<file path="src/rtl/ez8_alu.sv">
// ez8_alu: 8-bit ALU for the ez8 datapath (GET/PUT, shift, add/sub, logic, SET, CLR/COM).
// Ports: clk/reset (async active-high); opcode/selector/direction decode; operand, regvalue,
//        accum, cin data in; result, accum_write, reg_write, z_write/zout, c_write/cout out.
// Latency: one clk; all outputs registered, no backpressure (accepts a new op every cycle).
module ez8_alu (
  input  logic       clk,
  input  logic       reset,
  input  logic [3:0] opcode,
  input  logic [7:0] operand,
  input  logic [7:0] regvalue,
  input  logic [7:0] accum,
  input  logic [2:0] selector,
  input  logic       direction,
  input  logic       cin,
  output logic [7:0] result,
  output logic       accum_write,
  output logic       reg_write,
  output logic       z_write,
  output logic       zout,
  output logic       c_write,
  output logic       cout
);

  logic [7:0] result_d, result_q;
  logic       accum_write_d, accum_write_q;
  logic       reg_write_d, reg_write_q;
  logic       z_write_d, z_write_q;
  logic       zout_d, zout_q;
  logic       c_write_d, c_write_q;
  logic       cout_d, cout_q;

  logic [7:0] src_b;
  logic [8:0] sum;
  logic [2:0] shamt;

  // opcode[2] picks the literal over the register-file value for every class that uses B.
  assign src_b = opcode[2] ? operand : regvalue;
  assign shamt = src_b[2:0];

  always_comb begin
    result_d      = 8'h00;
    accum_write_d = 1'b0;
    reg_write_d   = 1'b0;
    z_write_d     = 1'b0;
    c_write_d     = 1'b0;
    cout_d        = 1'b0;
    sum           = 9'h000;

    // Class is carried in opcode[1:0]; opcode[2] is the literal flag, so 0x01 and 1x01 etc.
    // all decode to the same class. 0000/0100 and 1111 are the special cases.
    case (opcode[1:0])
      2'b00: begin
        if (opcode == 4'b0000) begin
          // GET pulls the register into the accumulator, PUT pushes the accumulator out.
          result_d      = direction ? accum : regvalue;
          accum_write_d = ~direction;
          reg_write_d   = direction;
        end else if (opcode == 4'b0100) begin
          result_d      = operand;
          accum_write_d = ~direction;
          reg_write_d   = direction;
        end
      end

      2'b01: begin
        accum_write_d = ~direction;
        reg_write_d   = direction;
        z_write_d     = 1'b1;
        case (selector)
          3'b100:  result_d = accum >> shamt;
          3'b110:  result_d = 8'($signed(accum) >>> shamt);
          default: result_d = accum << shamt;
        endcase
      end

      2'b10: begin
        accum_write_d = ~direction;
        reg_write_d   = direction;
        z_write_d     = 1'b1;
        c_write_d     = 1'b1;
        // Subtraction is add-of-complement, so carry out = 1 means no borrow.
        case (selector)
          3'b010:  sum = {1'b0, accum} + {1'b0, src_b} + {8'h00, cin};
          3'b100:  sum = {1'b0, accum} + {1'b0, ~src_b} + 9'd1;
          3'b110:  sum = {1'b0, accum} + {1'b0, ~src_b} + {8'h00, cin};
          default: sum = {1'b0, accum} + {1'b0, src_b};
        endcase
        result_d = sum[7:0];
        cout_d   = sum[8];
      end

      default: begin
        accum_write_d = ~direction;
        reg_write_d   = direction;
        z_write_d     = 1'b1;
        if (opcode == 4'b1111) begin
          // CLR / COM share the logic class encoding with the literal flag set.
          result_d = (selector == 3'b100) ? ~regvalue : 8'h00;
        end else begin
          case (selector)
            3'b010:  result_d = accum | src_b;
            3'b100:  result_d = accum ^ src_b;
            default: result_d = accum & src_b;
          endcase
        end
      end
    endcase

    zout_d = z_write_d & (result_d == 8'h00);
  end

  always_ff @(posedge clk or posedge reset) begin
    if (reset) begin
      result_q      <= 8'h00;
      accum_write_q <= 1'b0;
      reg_write_q   <= 1'b0;
      z_write_q     <= 1'b0;
      zout_q        <= 1'b0;
      c_write_q     <= 1'b0;
      cout_q        <= 1'b0;
    end else begin
      result_q      <= result_d;
      accum_write_q <= accum_write_d;
      reg_write_q   <= reg_write_d;
      z_write_q     <= z_write_d;
      zout_q        <= zout_d;
      c_write_q     <= c_write_d;
      cout_q        <= cout_d;
    end
  end

  assign result      = result_q;
  assign accum_write = accum_write_q;
  assign reg_write   = reg_write_q;
  assign z_write     = z_write_q;
  assign zout        = zout_q;
  assign c_write     = c_write_q;
  assign cout        = cout_q;

endmodule

</file>
<file path="config.mk">
export PLATFORM = sky130hd
export DESIGN_NAME = ez8_alu
export DESIGN_NICKNAME = d
export VERILOG_FILES = /design/src/rtl/ez8_alu.sv
export SDC_FILE = /design/constraint.sdc
export NUM_CORES = 1
export LEC_CHECK = 0
export ABC_AREA = 1
export BUFFER_PORTS_ARGS = -buffer_cell sky130_fd_sc_hd__buf_2
export CAP_MARGIN = 40
export CORE_UTILIZATION = 58
export CTS_BUF_LIST = sky130_fd_sc_hd__clkbuf_8
export CTS_CLUSTER_DIAMETER = 100
export CTS_CLUSTER_SIZE = 16
export DETAILED_ROUTE_END_ITERATION = 6
export HOLD_SLACK_MARGIN = 0.08
export MAX_ROUTING_LAYER = met4
export PLACE_DENSITY = 0.91
export SETUP_SLACK_MARGIN = 0.4
export SLEW_MARGIN = 20
export SYNTH_ARGS = -nofsm -noshare
export SYNTH_HDL_FRONTEND = slang
export SYNTH_SLANG_ARGS = --single-unit
</file>
<file path="constraint.sdc">
create_clock -name clk -period 0.8 [get_ports clk]
set_clock_uncertainty 0.15 [all_clocks]
set_input_delay 0.08 -clock clk [delete_from_list [all_inputs] [get_ports clk]]
set_output_delay 0.08 -clock clk [all_outputs]
set_load 0.01 [all_outputs]
</file>
==> reports/results.ini, run 1 <==
[logic_synthesis]
ys_types = 36
synth_ff_type = dfrtp_1
async_flop_share_pct = 100
syn_nets = 688
ys_warn_count = 0
synth_commonest_cells = nand2_1 (201), nand3_1 (96), inv_1 (85)
syn_area_um2 = 3350
avgSynthCellArea_um2 = 5.40
synth.area.top_cells = nand2_1 (23%), nand3_1 (14%), ha_1 (12%), dfrtp_1 (10%), inv_1 (9.5%)
synthCells = 620
yosys.area.top_type = nand2_1
yosysMostFrequentCell = nand2_1
yosys.area.top_type_share_pct = 22.5
seq_area_frac_synth_pct = 10.5
synth-edff-count = 0
ys_seq_elements = 14

[global_routing]
grt_pass1_wl_um = 36800
gr-total-overflow = 147
grt_pass1_vias = 7036
grt_max_degree = 15
grtUsageTotal_pct = 81.4

[outcome]
outcome = did not finish
error_line = [ERROR GRT-0116] Global routing finished with congestion. Check the congestion regions in the DRC Viewer.
stop_stage = 5_1_grt

[die]
ios = 49
die_h_um = 78.0
initial_utilization_pct = 60.5
die_x_um = 78.0
num_rows = 27

[place]
portBuffers = 48
pre_cts_ws_ns = -2.23
post_dp_cell_area_um2 = 4830
dp_hpwl_um = 12700
routabilityCongestion = 1.19
numPlacedInstances = 870

[cts]
cts_buffers = 3
root_buffer = clkbuf_8
clkSinkCount = 14
htreeDepth = 1
cts.path.max_buffers = 2

-- what timing repair did --
action	CTS
gates resized for setup	78
setup endpoints to repair	28
setup buffers	14
gates cloned	1
pin swaps	37
hold endpoints to repair	18
-- cell families after synthesis --
family / count (synthesis) / synth area share [%]
and+or+nand+nor: 372 / 47.3
buffers and inverters: 106 / 13.1
AOI/OAI and AO/OA: 94 / 16.0
adders and majority gates: 33 / 12.8
DFF: 14 / 10.5
xor gates and xnor gates: 1 / 0.262
-- layer usage --
metal	overflow	GRT usage, %
met5	-	-
met4	50	93.9
met3	1	50.5
met2	96	105
met1	0	76.1
-- stage by stage --
stage	hold slack [ns]	setup TNS, ns
floorplan	-0.255	-14.70
detailed placement	-0.0952	-20.14
global placement	-0.108	-18.37
CTS	-0.374	-17.83
==> run 2: changes to the inputs <==
==> config.mk (replaced) <==
export PLATFORM = sky130hd
export DESIGN_NAME = ez8_alu
export DESIGN_NICKNAME = d
export VERILOG_FILES = /design/src/rtl/ez8_alu.sv
export SDC_FILE = /design/constraint.sdc
export NUM_CORES = 1
export LEC_CHECK = 0
export ABC_AREA = 1
export BUFFER_PORTS_ARGS = -buffer_cell sky130_fd_sc_hd__buf_2
export CAP_MARGIN = 40
export CORE_UTILIZATION = 40
export DETAILED_ROUTE_END_ITERATION = 6
export PLACE_DENSITY_LB_ADDON = 0.15
export SLEW_MARGIN = 20
export SYNTH_ARGS = -nofsm -noshare
export SYNTH_HDL_FRONTEND = slang
export SYNTH_SLANG_ARGS = --single-unit
==> run 2 against run 1 <==
Compared with the run above: the flow now finishes, with violations (hold timing, setup timing); synthesized area unchanged; synthesized cell count unchanged.
==> reports/results.ini, run 2 <==
[outcome]
outcome = complete, but fails checks
failed_checks = hold timing, setup timing

[power_and_ir_drop]
p_leak_nw = 2.93
combinationalPowerShare_pct = 76.3
clkPwrFrac_pct = 9.5
total_power_w = 0.00567
powerDensity_nw_per_um2 = 1030
sw_frac_of_total_pct = 47.5
ir_worst_vdd_mv = 0.425
p_seq_share_pct = 14.2
p_int_w = 0.00297
switchingPower_w = 0.00269

[routing]
avgRoutedWirePerCell_um = 16.2
wirelength_um = 15100
drc = 0
final_antenna_net_count = 0
vias_per_cell = 5.41
drt_iter0_markers = 390
drt_pre_antenna_iters = 5
vias = 5021

[logic_synthesis]
async_flop_share_pct = 100  ; unchanged
synth_xor_area_share_pct = 0.261  ; unchanged
synthCells = 620  ; unchanged
synth_top_family_by_area = simple AND/OR/NAND/NOR gates
synth.area.top_cells = nand2_1 (23%), nand3_1 (14%), ha_1 (12%), dfrtp_1 (10%), inv_1 (9.5%)
seq_area_frac_synth_pct = 10.5  ; unchanged
ys_types = 36  ; unchanged
synth_fa_ha_area_share_pct = 12.8  ; unchanged
avgSynthCellArea_um2 = 5.40  ; unchanged
syn_nets = 688  ; unchanged
ys_warn_count = 0  ; unchanged
synthSimpleGateAreaFrac_pct = 47.3  ; unchanged
synth_commonest_cells = nand2_1 (201), nand3_1 (96), inv_1 (85)
ys_seq_elements = 14  ; unchanged
synth-edff-count = 0  ; unchanged
synth_mux_area_share_pct = 0  ; unchanged
yosys.area.top_type = nand2_1
synth_ff_type = dfrtp_1
yosysMostFrequentCell = nand2_1
syn_area_um2 = 3350  ; unchanged
yosys.area.top_type_share_pct = 22.5  ; unchanged
synth_compound_area_share_pct = 16.0  ; unchanged

[timing]
fmax_mhz = 393
period_share_pct = 318
setup_violations = 24
tightest_slew_ns = 0.395
setup_ws_ns = -1.74
drv_slew = 0
rsz0062_at_grt = true
hold_viol = 2
whs_ns = -0.0304
fin_crit_ns = 2.54
relSlewSlack_pct = 73.6

[cts]
cts.path.max_buffers = 2  ; unchanged
root_buffer = clkbuf_8
clkSinkCount = 14  ; unchanged
hold_buffers = 1
cts_tree = done
cts_buffers = 3  ; unchanged
htreeDepth = 1  ; unchanged
clkTransAtPathRegs_ns = 0.05

[die]
initial_utilization_pct = 41.0  ; -19 points
fp.coreArea_um2 = 8180
die_h_um = 93.5  ; +20%
num_rows = 33  ; +22%
die_area_um2 = 8740
die_x_um = 93.5  ; +20%
ios = 49  ; unchanged

[place]
portBuffers = 48  ; unchanged
post_dp_cell_area_um2 = 4860  ; +0.67%
dp_hpwl_um = 11700  ; -7.8%
routabilityCongestion = 0.999  ; -16%
numPlacedInstances = 906  ; +4.1%
pre_cts_ws_ns = -2.25  ; -0.0128 ns

[global_routing]
antenna_found_initial = 0
grtUsageTotal_pct = 33.6
grt_pass1_vias = 4642
grt_max_degree = 15
gr-total-overflow = 0
grt_pass1_wl_um = 22600

[final_layout]
seqCellArea_um2 = 350
postLayoutCellArea_um2 = 5520
final_common_cell = nand2_1
finalNetCount = 893
most-common-layout-cells = nand2_1 (173), buf_4 (156), nand3_1 (80)
diodes = 0
areaGrowthSynthToFinish_pct = 64.8
multi_input_area_um2 = 3070
largest_reg_flops = 8
finalNonFillerCells = 928
layout-drive-gt1-share_pct = 39.9
fill_cells = 740
fin_util_pct = 67.5

[critical_path]
crit_path_end_kind = register
worstPathArrival_ns = 2.55
start_kind = primary input
worst-setup-path-type = in -> reg
crit_required_ns = 0.81
cp_max_fo = 5

[run]
cap_violations = 0

[hold_path]
hold_class = in -> reg

-- run 2: cell counts after synthesis --
No cell type changed its count.
-- run 2: final timing paths --
path	from	endpoint	slack, ns	cells past startpoint
worst max-delay path	opcode[2]	zout$_DFF_PP0_	-1.74	22
worst min-delay path	opcode[3]	accum_write$_DFF_PP0_	-0.03	3
max in group asynchronous	reset	c_write$_DFF_PP0_	0.12	4
min in group asynchronous	reset	z_write$_DFF_PP0_	0.22	4
-- run 2: kinds of logic after synthesis --
family | count (synthesis)
XOR/XNOR | 1
buffers and inverters | 106
adder cells (fa/ha/maj) | 33
AO/OA/AOI/OAI | 94
AND/OR/NAND/NOR | 372
flip-flops | 14
-- run 2: final cells by class --
type                       instances  area share [%]
timing repair buffer             216            28.5
clock buffer                       3           0.748
inverter                          90            6.48
tap                              105            2.38
sequential                        14            6.35
multi-input combinational        500            55.5
-- run 2: worst max-delay path: stages --
cell	delay, ns
buf_12	0.11
clkinv_8	0.07
nand2_4	0.06
nand2_4	0.06
ha_4	0.17
fa_2	0.56
buf_6	0.11
ha_4	0.12
inv_2	0.05
nor2_4	0.12
inv_1	0.05
nand3_1	0.06
nand2_1	0.05
inv_1	0.05
nand2_1	0.05
nand2_1	0.08
nand4_1	0.12
nor2_1	0.16
nand3_2	0.09
nor2_2	0.12
nand3_1	0.07
nor2_1	0.12
-- run 2: routing by layer --
layer	routed length, um	vias up	track usage, %
met3	1170	54	3.98
met5	0	-	0
met4	578	0	11.3
li1	-	2430	-
met1	6140	2286	42.8
met2	7200	251	58.4
-- run 2: power groups by stage --
stage                     logic (W)  clock network, W  registers [W]
after global placement      0.00347                 0       0.000813
after detailed placement    0.00351                 0       0.000819
after CTS                   0.00382          0.000552       0.000808
after global routing        0.00468          0.000594       0.000816
final                       0.00432          0.000538       0.000806
after floorplan             0.00194                 0       0.000863
-- run 2: metrics by stage --
stage               setup TNS [ns]  hold WS [ns]
global route                -19.01       -0.0177
floorplan                   -14.70        -0.181
detailed placement          -20.22       -0.0706
global placement            -19.67       -0.0788
finish                      -17.37       -0.0304
CTS                         -17.24       -0.0323
-- run 2: repair_timing --
action                     4_1_cts  5_1_grt
setup buffers                   13        6
cloned                           1        0
setup endpoints to repair       24       24
resized for setup               56       65
pin swaps                       31       38
hold endpoints to repair        16        2
Note: power is estimated with default switching activity, not from simulation.
==> run 3: changes to the inputs <==
--- a/config.mk
+++ b/config.mk
@@ -10,6 +10,7 @@
 export CAP_MARGIN = 40
 export CORE_UTILIZATION = 40
 export DETAILED_ROUTE_END_ITERATION = 6
+export GPL_TIMING_DRIVEN = 0
 export PLACE_DENSITY_LB_ADDON = 0.15
 export SLEW_MARGIN = 20
 export SYNTH_ARGS = -nofsm -noshare
==> run 3 against run 2 <==
Compared with the run above: the run ends with DRC, hold timing, setup timing left; cell count is 14% lower; via count shrank 11%; wire length fell by 16%; power shrank 16%; fmax is 1.8% lower; global-route usage shrank 4.9 points; critical path type unchanged; critical endpoint unchanged; largest cell class unchanged; highest routed layer unchanged.
==> reports/results.ini, run 3 (same netlist as run 2, synthesis figures left out) <==
[outcome]
outcome = complete, but fails checks
failed_checks = DRC, hold timing, setup timing

[die]
num_rows = 33  ; unchanged
die_area_um2 = 8740  ; unchanged
initial_utilization_pct = 41.0  ; unchanged
fp.coreArea_um2 = 8180  ; unchanged
ios = 49  ; unchanged
die_x_um = 93.5  ; unchanged
die_h_um = 93.5  ; unchanged

[global_routing]
grt_max_degree = 15  ; unchanged
grt_pass1_wl_um = 19600  ; -14%
grt_busiest_layer = met2
grt_util_met3_pct = 2.44  ; -1.5 points
gr-total-overflow = 0  ; unchanged
grt_use_met2_pct = 48.8  ; -9.6 points
grt_pass1_vias = 4029  ; -13%
grt.met1_usage_pct = 38.2  ; -4.6 points
antenna_found_initial = 0  ; unchanged
grtUsageTotal_pct = 28.7  ; -4.9 points

[critical_path]
slowest_delay_ns = 0.46  ; -0.10 ns
cp_cell_sequence = buf_12 > inv_8 > nand2_1 > o21ai_4 > buf_6 > fa_2 > inv_1 > nand3_2 > nand2_1 > inv_2 > ha_4 > nand2_1 > nand3_1 > o211ai_1 > nand2_1 > nor2_1 > nand2_1 > nand2_2 > nand3_2 > nor2_2 > nand3_1 > nor2_1
worstPathArrival_ns = 2.60  ; +0.05 ns
cp_top_family = simple AND/OR/NAND/NOR gates
start_kind = primary input
worst-setup-path-type = in -> reg
crit_path_end_kind = register
crit_required_ns = 0.81  ; about the same
cp_max_fo = 7  ; +2
crit_path_top_delay_cell = fa_2
worst-path-buf-inv = 5  ; -1
cp_common_cell = nand2_1

[cts]
cts.path.max_buffers = 2  ; unchanged
cts_buffers = 3  ; unchanged
clkTransAtPathRegs_ns = 0.05  ; about the same
clkSinkCount = 14  ; unchanged
htreeDepth = 1  ; unchanged
root_buffer = clkbuf_8
cts_tree = done

[timing]
tightest_slew_ns = 0.520  ; +0.124 ns
whs_ns = -0.287  ; -0.257 ns
setup_violations = 24  ; unchanged
drv_slew = 0  ; unchanged
rsz0062_at_grt = true
setup_ws_ns = -1.79  ; -0.0476 ns
relSlewSlack_pct = 65.2  ; -8.3 points
period_share_pct = 324  ; +5.9 points
fin_crit_ns = 2.59  ; +0.0476 ns
hold_viol = 18  ; +16
fmax_mhz = 386  ; -1.8%

[power_and_ir_drop]
sw_frac_of_total_pct = 50.3  ; +2.7 points
p_seq_share_pct = 16.9  ; +2.7 points
powerDensity_nw_per_um2 = 1080  ; +4.9%
switchingPower_w = 0.00240  ; -11%
p_leak_nw = 2.30  ; -21%
p_int_w = 0.00237  ; -20%
ir_worst_vdd_mv = 0.351  ; -18%
clkPwrFrac_pct = 11.2  ; +1.7 points
combinationalPowerShare_pct = 71.9  ; -4.4 points

[final_layout]
seqCellArea_um2 = 350  ; unchanged
finalNonFillerCells = 800  ; -14%
final_common_cell = nand2_1
diodes = 0  ; unchanged
fill_cells = 867  ; +17%
largest_reg_flops = 8  ; unchanged
finalNetCount = 765  ; -14%
multi_input_area_um2 = 2960  ; -3.4%
areaGrowthSynthToFinish_pct = 32.3
layout-drive-gt1-share_pct = 26.5  ; -13 points
most-common-layout-cells = nand2_1 (178), nand3_1 (82), inv_1 (76)

[routing]
vias_per_cell = 5.57  ; +2.9%
vias = 4454  ; -11%
avgRoutedWirePerCell_um = 15.8  ; -2.6%
wirelength_um = 12700  ; -16%
final_antenna_net_count = 0  ; unchanged
drt_iter0_markers = 378  ; -3.1%
drc = 3  ; +3
drt_pre_antenna_iters = 7  ; +2

[place]
pre_cts_ws_ns = -2.22  ; +0.0287 ns
portBuffers = 47  ; -2.1%
routabilityCongestion = 0.927  ; -7.2%
dp_hpwl_um = 9760  ; -17%
numPlacedInstances = 772  ; -15%

[run]
cap_violations = 0  ; unchanged

[hold_path]
hold_class = in -> async

## run 3: cell type report
class	count	share of cell area, %
multi-input combinational	500	66.8
buffer	16	3.02
tap	105	2.96
timing repair buffer	72	10.3
sequential	14	7.91
clock buffer	3	0.932
inverter	90	8.02
## run 3: path summary, 6_finish.rpt
check / startpoint / to / slack, ns / depth (start not counted)
hold / removal: reset / accum_write$_DFF_PP0_ / -0.29 / 2
setup / recovery: opcode[2] / zout$_DFF_PP0_ / -1.79 / 22
min in group clk: opcode[3] / reg_write$_DFF_PP0_ / -0.11 / 2
max in group asynchronous: reset / cout$_DFF_PP0_ / 0.45 / 2
## run 3: stage by stage
step / util (%) / setup TNS, ns / power, W / instance area [um2]
6_report: 54.2 / -17.43 / 0.00477 / 4430
2_1_floorplan: - / -14.70 / 0.00281 / 3480
4_1_cts: 52.0 / -17.25 / 0.00449 / 4250
3_3_place_gp: 47.1 / -19.25 / 0.00356 / 3850
3_5_place_dp: 47.1 / -19.54 / 0.00358 / 3850
5_1_grt: 54.2 / -19.03 / 0.00519 / 4430
## run 3: power by group through the flow
| stage | registers [W] | logic [W] | clock network (W) |
|---|---|---|---|
| after floorplan | 0.000863 | 0.00194 | 0 |
| after global placement | 0.000813 | 0.00274 | 0 |
| after detailed placement | 0.000815 | 0.00277 | 0 |
| after CTS | 0.000803 | 0.00314 | 0.000547 |
| after global routing | 0.000813 | 0.00379 | 0.000586 |
| final | 0.000805 | 0.00343 | 0.000534 |
## run 3: per-layer routing
metal,vias up,wire [um]
li1,2183,-
met1,2014,5400
met2,234,6060
met3,23,944
met4,0,258
met5,-,0
## run 3: repair_timing
action / in CTS / in global routing
endpoints found under the hold margin: 18 / 18
gates resized for setup: 57 / 37
setup buffers: 23 / 4
pin swaps: 41 / 22
endpoints found under the setup margin: 25 / 24
